**config.mk**
```make
export PLATFORM = sky130hd
export DESIGN_NAME = mdu
export DESIGN_NICKNAME = d
export VERILOG_FILES = /design/src/rtl/mdu.sv
export SDC_FILE = /design/constraint.sdc
export NUM_CORES = 1
export LEC_CHECK = 0
export ABC_AREA = 1
export CORE_UTILIZATION = 55
export CTS_CLUSTER_DIAMETER = 50
export DETAILED_ROUTE_END_ITERATION = 8
export HOLD_SLACK_MARGIN = 0.02
export PLACE_DENSITY_LB_ADDON = 0.12
export SLEW_MARGIN = 20
export SYNTH_ARGS = -nofsm -noshare
export SYNTH_HDL_FRONTEND = slang
export SYNTH_SLANG_ARGS = --single-unit
```
**constraint.sdc**
```tcl
create_clock -name clk -period 3.33 [get_ports clk]
set_clock_uncertainty 0.2 [all_clocks]
set_input_delay 0.8325 -clock clk [delete_from_list [all_inputs] [get_ports clk]]
set_output_delay 0.8325 -clock clk [all_outputs]
set_load 0.005 [all_outputs]
```
**src/rtl/mdu.sv**
```systemverilog
// mdu: iterative 32-bit multiply/divide unit driving the HI/LO register pair
module mdu #(
    parameter int ITER = 32
) (
    input  logic        clk,
    input  logic        rst_n,
    input  logic        start,
    input  logic [2:0]  MDUOp,
    input  logic [31:0] A,
    input  logic [31:0] B,
    output logic        busy,
    output logic        done,
    output logic [31:0] HI,
    output logic [31:0] LO
);
    typedef enum logic [1:0] {IDLE, CALC, FIX} state_t;
    state_t state;
    logic [4:0] cnt;
    logic [63:0] p, prod;
    logic [31:0] b, a0, am, bm, q, r;
    logic [32:0] sum, diff;
    logic isdiv, qs, rs, sg, mdop;
    always_comb begin
        sg = MDUOp == 3'd1 || MDUOp == 3'd3;
        mdop = MDUOp >= 3'd1 && MDUOp <= 3'd4;
        am = sg && A[31] ? -A : A;
        bm = sg && B[31] ? -B : B;
        sum = {1'b0, p[63:32]} + {1'b0, b};
        diff = p[63:31] - {1'b0, b};
        prod = qs ? -p : p;
        q = qs ? -p[31:0] : p[31:0];
        r = rs ? -p[63:32] : p[63:32];
    end
    always_ff @(posedge clk) begin
        if (!rst_n) begin
            state <= IDLE;
            HI <= '0;
            LO <= '0;
            busy <= 1'b0;
            done <= 1'b0;
            cnt <= '0;
            p <= '0;
            b <= '0;
            a0 <= '0;
            isdiv <= 1'b0;
            qs <= 1'b0;
            rs <= 1'b0;
        end else begin
            done <= 1'b0;
            case (state)
                IDLE: if (start) begin
                    if (mdop) begin
                        state <= CALC;
                        busy <= 1'b1;
                        cnt <= '0;
                        p <= {32'd0, am};
                        b <= bm;
                        a0 <= A;
                        isdiv <= MDUOp == 3'd3 || MDUOp == 3'd4;
                        qs <= sg & (A[31] ^ B[31]);
                        rs <= sg & A[31];
                    end else if (MDUOp == 3'd5) HI <= A;
                    else if (MDUOp == 3'd6) LO <= A;
                end
                CALC: begin
                    cnt <= cnt + 5'd1;
                    if (isdiv) p <= diff[32] ? {p[62:0], 1'b0} : {diff[31:0], p[30:0], 1'b1};
                    else p <= {p[0] ? sum : {1'b0, p[63:32]}, p[31:1]};
                    if (cnt == 5'(ITER - 1)) state <= FIX;
                end
                FIX: begin
                    state <= IDLE;
                    busy <= 1'b0;
                    done <= 1'b1;
                    if (isdiv) begin
                        HI <= b == '0 ? a0 : r;
                        LO <= b == '0 ? '1 : q;
                    end else {HI, LO} <= prod;
                end
                default: state <= IDLE;
            endcase
        end
    end
endmodule

```
==> results by stage <==
Status:
- The run finished, with violations left.
- The checks that failed: design-rule violations.

Layout:
- Summing all multi-input logic gate instances after layout gives about 0.013 mm^2.
- In the layout the commonest cells are sky130_fd_sc_hd__nand2_1, sky130_fd_sc_hd__inv_1, sky130_fd_sc_hd__nor2_1, sky130_fd_sc_hd__nand3_1, sky130_fd_sc_hd__o21ai_0.
- Summing all flip-flop and latch instances after layout gives 0.00409 mm^2.
- The final layout contains roughly 3700 nets.
- Leaving out fill and tap cells, the most frequent cell in the layout is sky130_fd_sc_hd__nand2_1.
- For this run, the share of the core covered by cells in the final layout is 0.653.
- In the final layout, the share of cells above drive strength 1 is 0.0724.
- The filler cell count in the final layout is 3268.
- The area growth from synthesis to layout is 17.1%.

STA:
- After layout, the minimum clock period comes to 3.02 ns.
- Setup repair after global routing left no endpoint under its margin.
- The number of slew-limit violations in the final report is 0.
- The post-route worst hold slack is ~0.26 ns.
- The worst path meets setup with 0.306 ns of slack.
- Setup violations remaining at the end of the flow were counted as 0.
- Of the available clock period, the critical path in the final layout requires 0.908.
- The maximum frequency from static timing analysis is about 330 MHz.
- Headroom to the max-slew limit came out at 0.411.
- The number of hold violations in the final report is 0.
- The setup total negative slack is 0 ns.
- For the pin with the worst max-slew slack, the measured transition is 0.884 ns.

Drt:
- In the routed design, unresolved DRC markers number 5.
- The via count normalized by instance count is 6.20.
- Wires add up to 87.7 mm.
- For this block, the initial DRC count from the detailed router was 4171.
- In the final routed layout, each cell accounts on average for 21.8 um.
- In this run the remaining antenna-violating nets after routing total 0.
- The number of iterations in the first detailed-routing pass is 9.
- The number of vias after detailed routing is 24937.

Clocking:
- The clock root buffer is sky130_fd_sc_hd__clkbuf_16.
- In this run, post-CTS repair resized a total of 0 instances.
- The later pin in the worst-skew pair is clocked with a latency of 0.60 ns.
- The longest clock path from root to sink contains 3 buffers.
- The clock transition at the registers of the reported paths is 0.06 ns.
- In this run the number of H-tree levels came out at 1.
- The tree built by TritonCTS fans out to 204 sinks.
- TritonCTS created 30 clock buffers.
- The quantity of hold-fixing buffers added after cts is 0.
- The TritonCTS clock tree is built.
- Buffers added to address setup during post-CTS repair amount to 0.

Logic synthesis:
- When the netlist entered floorplanning its net count stood at 3553.
- The count of mapped cells out of synthesis is 3411.
- The post-synthesis area per instance is between 5 and 6 um^2.
- The number of flip-flops and latches in the synthesized netlist is approximately 200.
- Counting flops with an async set or reset pin after synthesis yields a share of 0.
- For this run, the register share of the synthesized area comes to 0.213.
- The mapped cell area is ~0.019 mm^2.
- Counting flops with a built-in enable in the synthesized netlist gives 0.
- The most used flip-flop cell after synthesis is sky130_fd_sc_hd__dfxtp_1.
- Counting distinct cell types in the post-synthesis netlist gives 55.
- The number of warning messages in the yosys log is 0.

Global route:
- The remaining global-route overflow is 0.
- The number of antenna violations at the first check in global routing came to 2.
- The total routing usage reported by global routing is 0.476.
- The met3 routing resource usage after global routing is 0.202.
- The met1 layer usage reported by global route is 0.666.
- The first global-routing pass estimated between 100 and 150 mm of wire.
- The number of global-route vias before repair is around 22000.
- Entering global routing, the biggest net connects between 100 and 150 pins.
- met1 is the most crowded layer.
- The met2 demand-to-capacity share in global routing is 0.638.

Setup path:
- The startpoint identified for the worst register-to-register timing path is p[31].
- The largest individual stage delay along the critical path comes from the cell sky130_fd_sc_hd__fa_1.
- The reg-to-reg setup timing slack is around 0.31 ns.
- In this run the worst path has a maximum fanout of 15.
- The capture point of the worst reg-to-reg path is p[48].
- The category of the critical setup timing path is flop to flop.
- The cell family with the largest share of critical-path delay is simple AND/OR/NAND/NOR gates.
- The number of cells traversed by the worst register-to-register path is 18.
- Data on the critical path is required at its endpoint by 3.60 ns.
- The cell that appears most often on the critical path is sky130_fd_sc_hd__nand2_4.
- Walking the worst path, the cells encountered are inv_1 > ha_1 > fa_1 > inv_1 > nand2_1 > nand2_1 > nand3_1 > nand2_2 > nand2_2 > nand2_4 > nand2_4 > nand2_4 > nand2_4 > buf_4 > nand3_1 > nand3_1 > nand2_1 > o21ai_1.
- The critical path startpoint category is a flop.
- The critical path data arrival time is 3.29 ns.
- On the worst path, the slowest cell contributes a delay of 0.39 ns.
- The count of buffer and inverter cells on the critical path is 3.
- STA classifies the critical path endpoint as a flop.

Floorplan:
- For this design the top-level I/O count stands at approximately 140.
- In this run the vertical extent of the chip is ~190 um.
- In this run the standard cell core region covers ~0.034 mm^2.
- The initial core utilization is 0.558.
- The floorplan die area is 0.0357 mm^2.
- The number of standard-cell rows in the floorplan is 68.
- The width of the chip is roughly 190 um.

Power:
- The total chip power is ~9200 uW.
- VDD sags by at most between 0.3 and 0.4 mV.
- The total power per unit cell area is 408 mW/mm^2.
- The leakage component of the power is 0.0109 uW.

Placement:
- At the placement stage, the worst setup path has a slack of 0.0958 ns.
- The routability congestion estimate is 1.12.
- Detailed placement ended at an HPWL of 68.2 mm.
- Buffers placed on the I/O ports in this run total 135.

Worst hold path:
- The class of the most critical hold timing path is flop to flop.
- The number of cells on the worst hold path is 2.
- For hold timing, the worst endpoint is a0[0].
- The launch instance of the worst min-delay path is a0[0].

Job:
- The reported max-cap violation count is 0.
## cell type report
type,instances,share of cell area
timing repair buffer,250,0.104
inverter,382,0.0639
multi-input combinational,2672,0.580
sequential,204,0.182
clock buffer,36,0.0357
clock inverter,20,0.00884
antenna,2,0.000222
tap,455,0.0253
## stage by stage
stage                     std cells  area (um^2)
after floorplan                3411        19200
after global placement         3963        21500
after detailed placement       3963        21500
after CTS                      4019        22500
after global routing           4019        22500
final                          4021        22500
## report_power, final
| group | switching (uW) | internal [uW] | total (uW) |
|---|---|---|---|
| sequential | 199 | 2600 | 2800 |
| combinational | 2200 | 952 | 3150 |
| clock | 1340 | 1900 | 3240 |
## routing by layer
| layer | routed length (um) | vias to the layer above |
|---|---|---|
| met1 | 35100 | 11279 |
| met2 | 32900 | 1964 |
| met3 | 15900 | 296 |
| met5 | 144 | - |
| li1 | - | 11394 |
| met4 | 3670 | 4 |
## state kept, by name, summed over array words and instances (netlist names), 2 cells and up
register,flops
HI,32
LO,32
b,32
a0,32
state,2
p,64
cnt,5
## worst max-delay path by stage
stage / startpoint / end / slack, ns / cells after the start
after floorplan: p[31] / p[52] / 0.81 / 20
after global placement: A[0] / p[18] / 0.1 / 12
after detailed placement: A[1] / p[18] / 0.1 / 12
after CTS: p[31] / p[51] / 0.42 / 18
after global routing: p[31] / p[48] / 0.19 / 18
final: p[31] / p[48] / 0.31 / 18
## kinds of logic (layout without fill, tap and decap cells)
family | after synthesis | count (layout) | share of synthesized area
simple gates | 1841 | 1841 | 0.408
compound gates | 678 | 678 | 0.187
buf+inv | 535 | 688 | 0.108
flops | 204 | 204 | 0.213
xor+xnor | 81 | 81 | 0.0369
fa+ha+maj | 72 | 72 | 0.0477
other cells | 0 | 2 | 0
## cells in the mapped netlist (3+ instances only)
| library cell | number | area share |
|---|---|---|
| sky130_fd_sc_hd__nand2_4 | 4 | 0.0023 |
| sky130_fd_sc_hd__o21ai_1 | 20 | 0.0052 |
| sky130_fd_sc_hd__nor2_1 | 339 | 0.066 |
| sky130_fd_sc_hd__nor3_2 | 4 | 0.0021 |
| sky130_fd_sc_hd__nor2_4 | 4 | 0.0023 |
| sky130_fd_sc_hd__and3_1 | 3 | 0.00098 |
| sky130_fd_sc_hd__dfxtp_1 | 204 | 0.21 |
| sky130_fd_sc_hd__nand3_1 | 328 | 0.085 |
| sky130_fd_sc_hd__a21oi_1 | 272 | 0.071 |
| sky130_fd_sc_hd__o21bai_1 | 10 | 0.0039 |
| sky130_fd_sc_hd__nand4_1 | 51 | 0.017 |
| sky130_fd_sc_hd__or2_2 | 11 | 0.0036 |
| sky130_fd_sc_hd__buf_2 | 27 | 0.0070 |
| sky130_fd_sc_hd__buf_6 | 5 | 0.0029 |
| sky130_fd_sc_hd__and2_1 | 4 | 0.0013 |
| sky130_fd_sc_hd__inv_2 | 24 | 0.0047 |
| sky130_fd_sc_hd__xnor2_1 | 16 | 0.0073 |
| sky130_fd_sc_hd__o211ai_1 | 9 | 0.0035 |
| sky130_fd_sc_hd__o221ai_1 | 4 | 0.0018 |
| sky130_fd_sc_hd__buf_1 | 27 | 0.0053 |
| sky130_fd_sc_hd__nand3_2 | 3 | 0.0016 |
| sky130_fd_sc_hd__a21o_1 | 4 | 0.0016 |
| sky130_fd_sc_hd__clkbuf_1 | 94 | 0.018 |
| sky130_fd_sc_hd__clkinv_1 | 3 | 0.00059 |
| sky130_fd_sc_hd__nand2_2 | 9 | 0.0029 |
| sky130_fd_sc_hd__o21ai_0 | 315 | 0.082 |
| sky130_fd_sc_hd__nor3_4 | 3 | 0.0025 |
| sky130_fd_sc_hd__xor2_1 | 65 | 0.030 |
| sky130_fd_sc_hd__ha_1 | 70 | 0.046 |
| sky130_fd_sc_hd__o22ai_1 | 3 | 0.00098 |
| sky130_fd_sc_hd__nand3b_1 | 14 | 0.0055 |
| sky130_fd_sc_hd__nor2_2 | 13 | 0.0042 |
| sky130_fd_sc_hd__a31oi_1 | 21 | 0.0068 |
| sky130_fd_sc_hd__nor4_1 | 6 | 0.0020 |
| sky130_fd_sc_hd__nand2_1 | 1011 | 0.20 |
| sky130_fd_sc_hd__inv_1 | 354 | 0.069 |
| sky130_fd_sc_hd__nor3_1 | 30 | 0.0078 |
## worst min-delay path, stage by stage, from the launching register on
cell and delay (ns):
sky130_fd_sc_hd__dfxtp_1 0.29, sky130_fd_sc_hd__inv_1 0.06, sky130_fd_sc_hd__a21oi_1 0.06
Power figures use the tool's default switching activity.
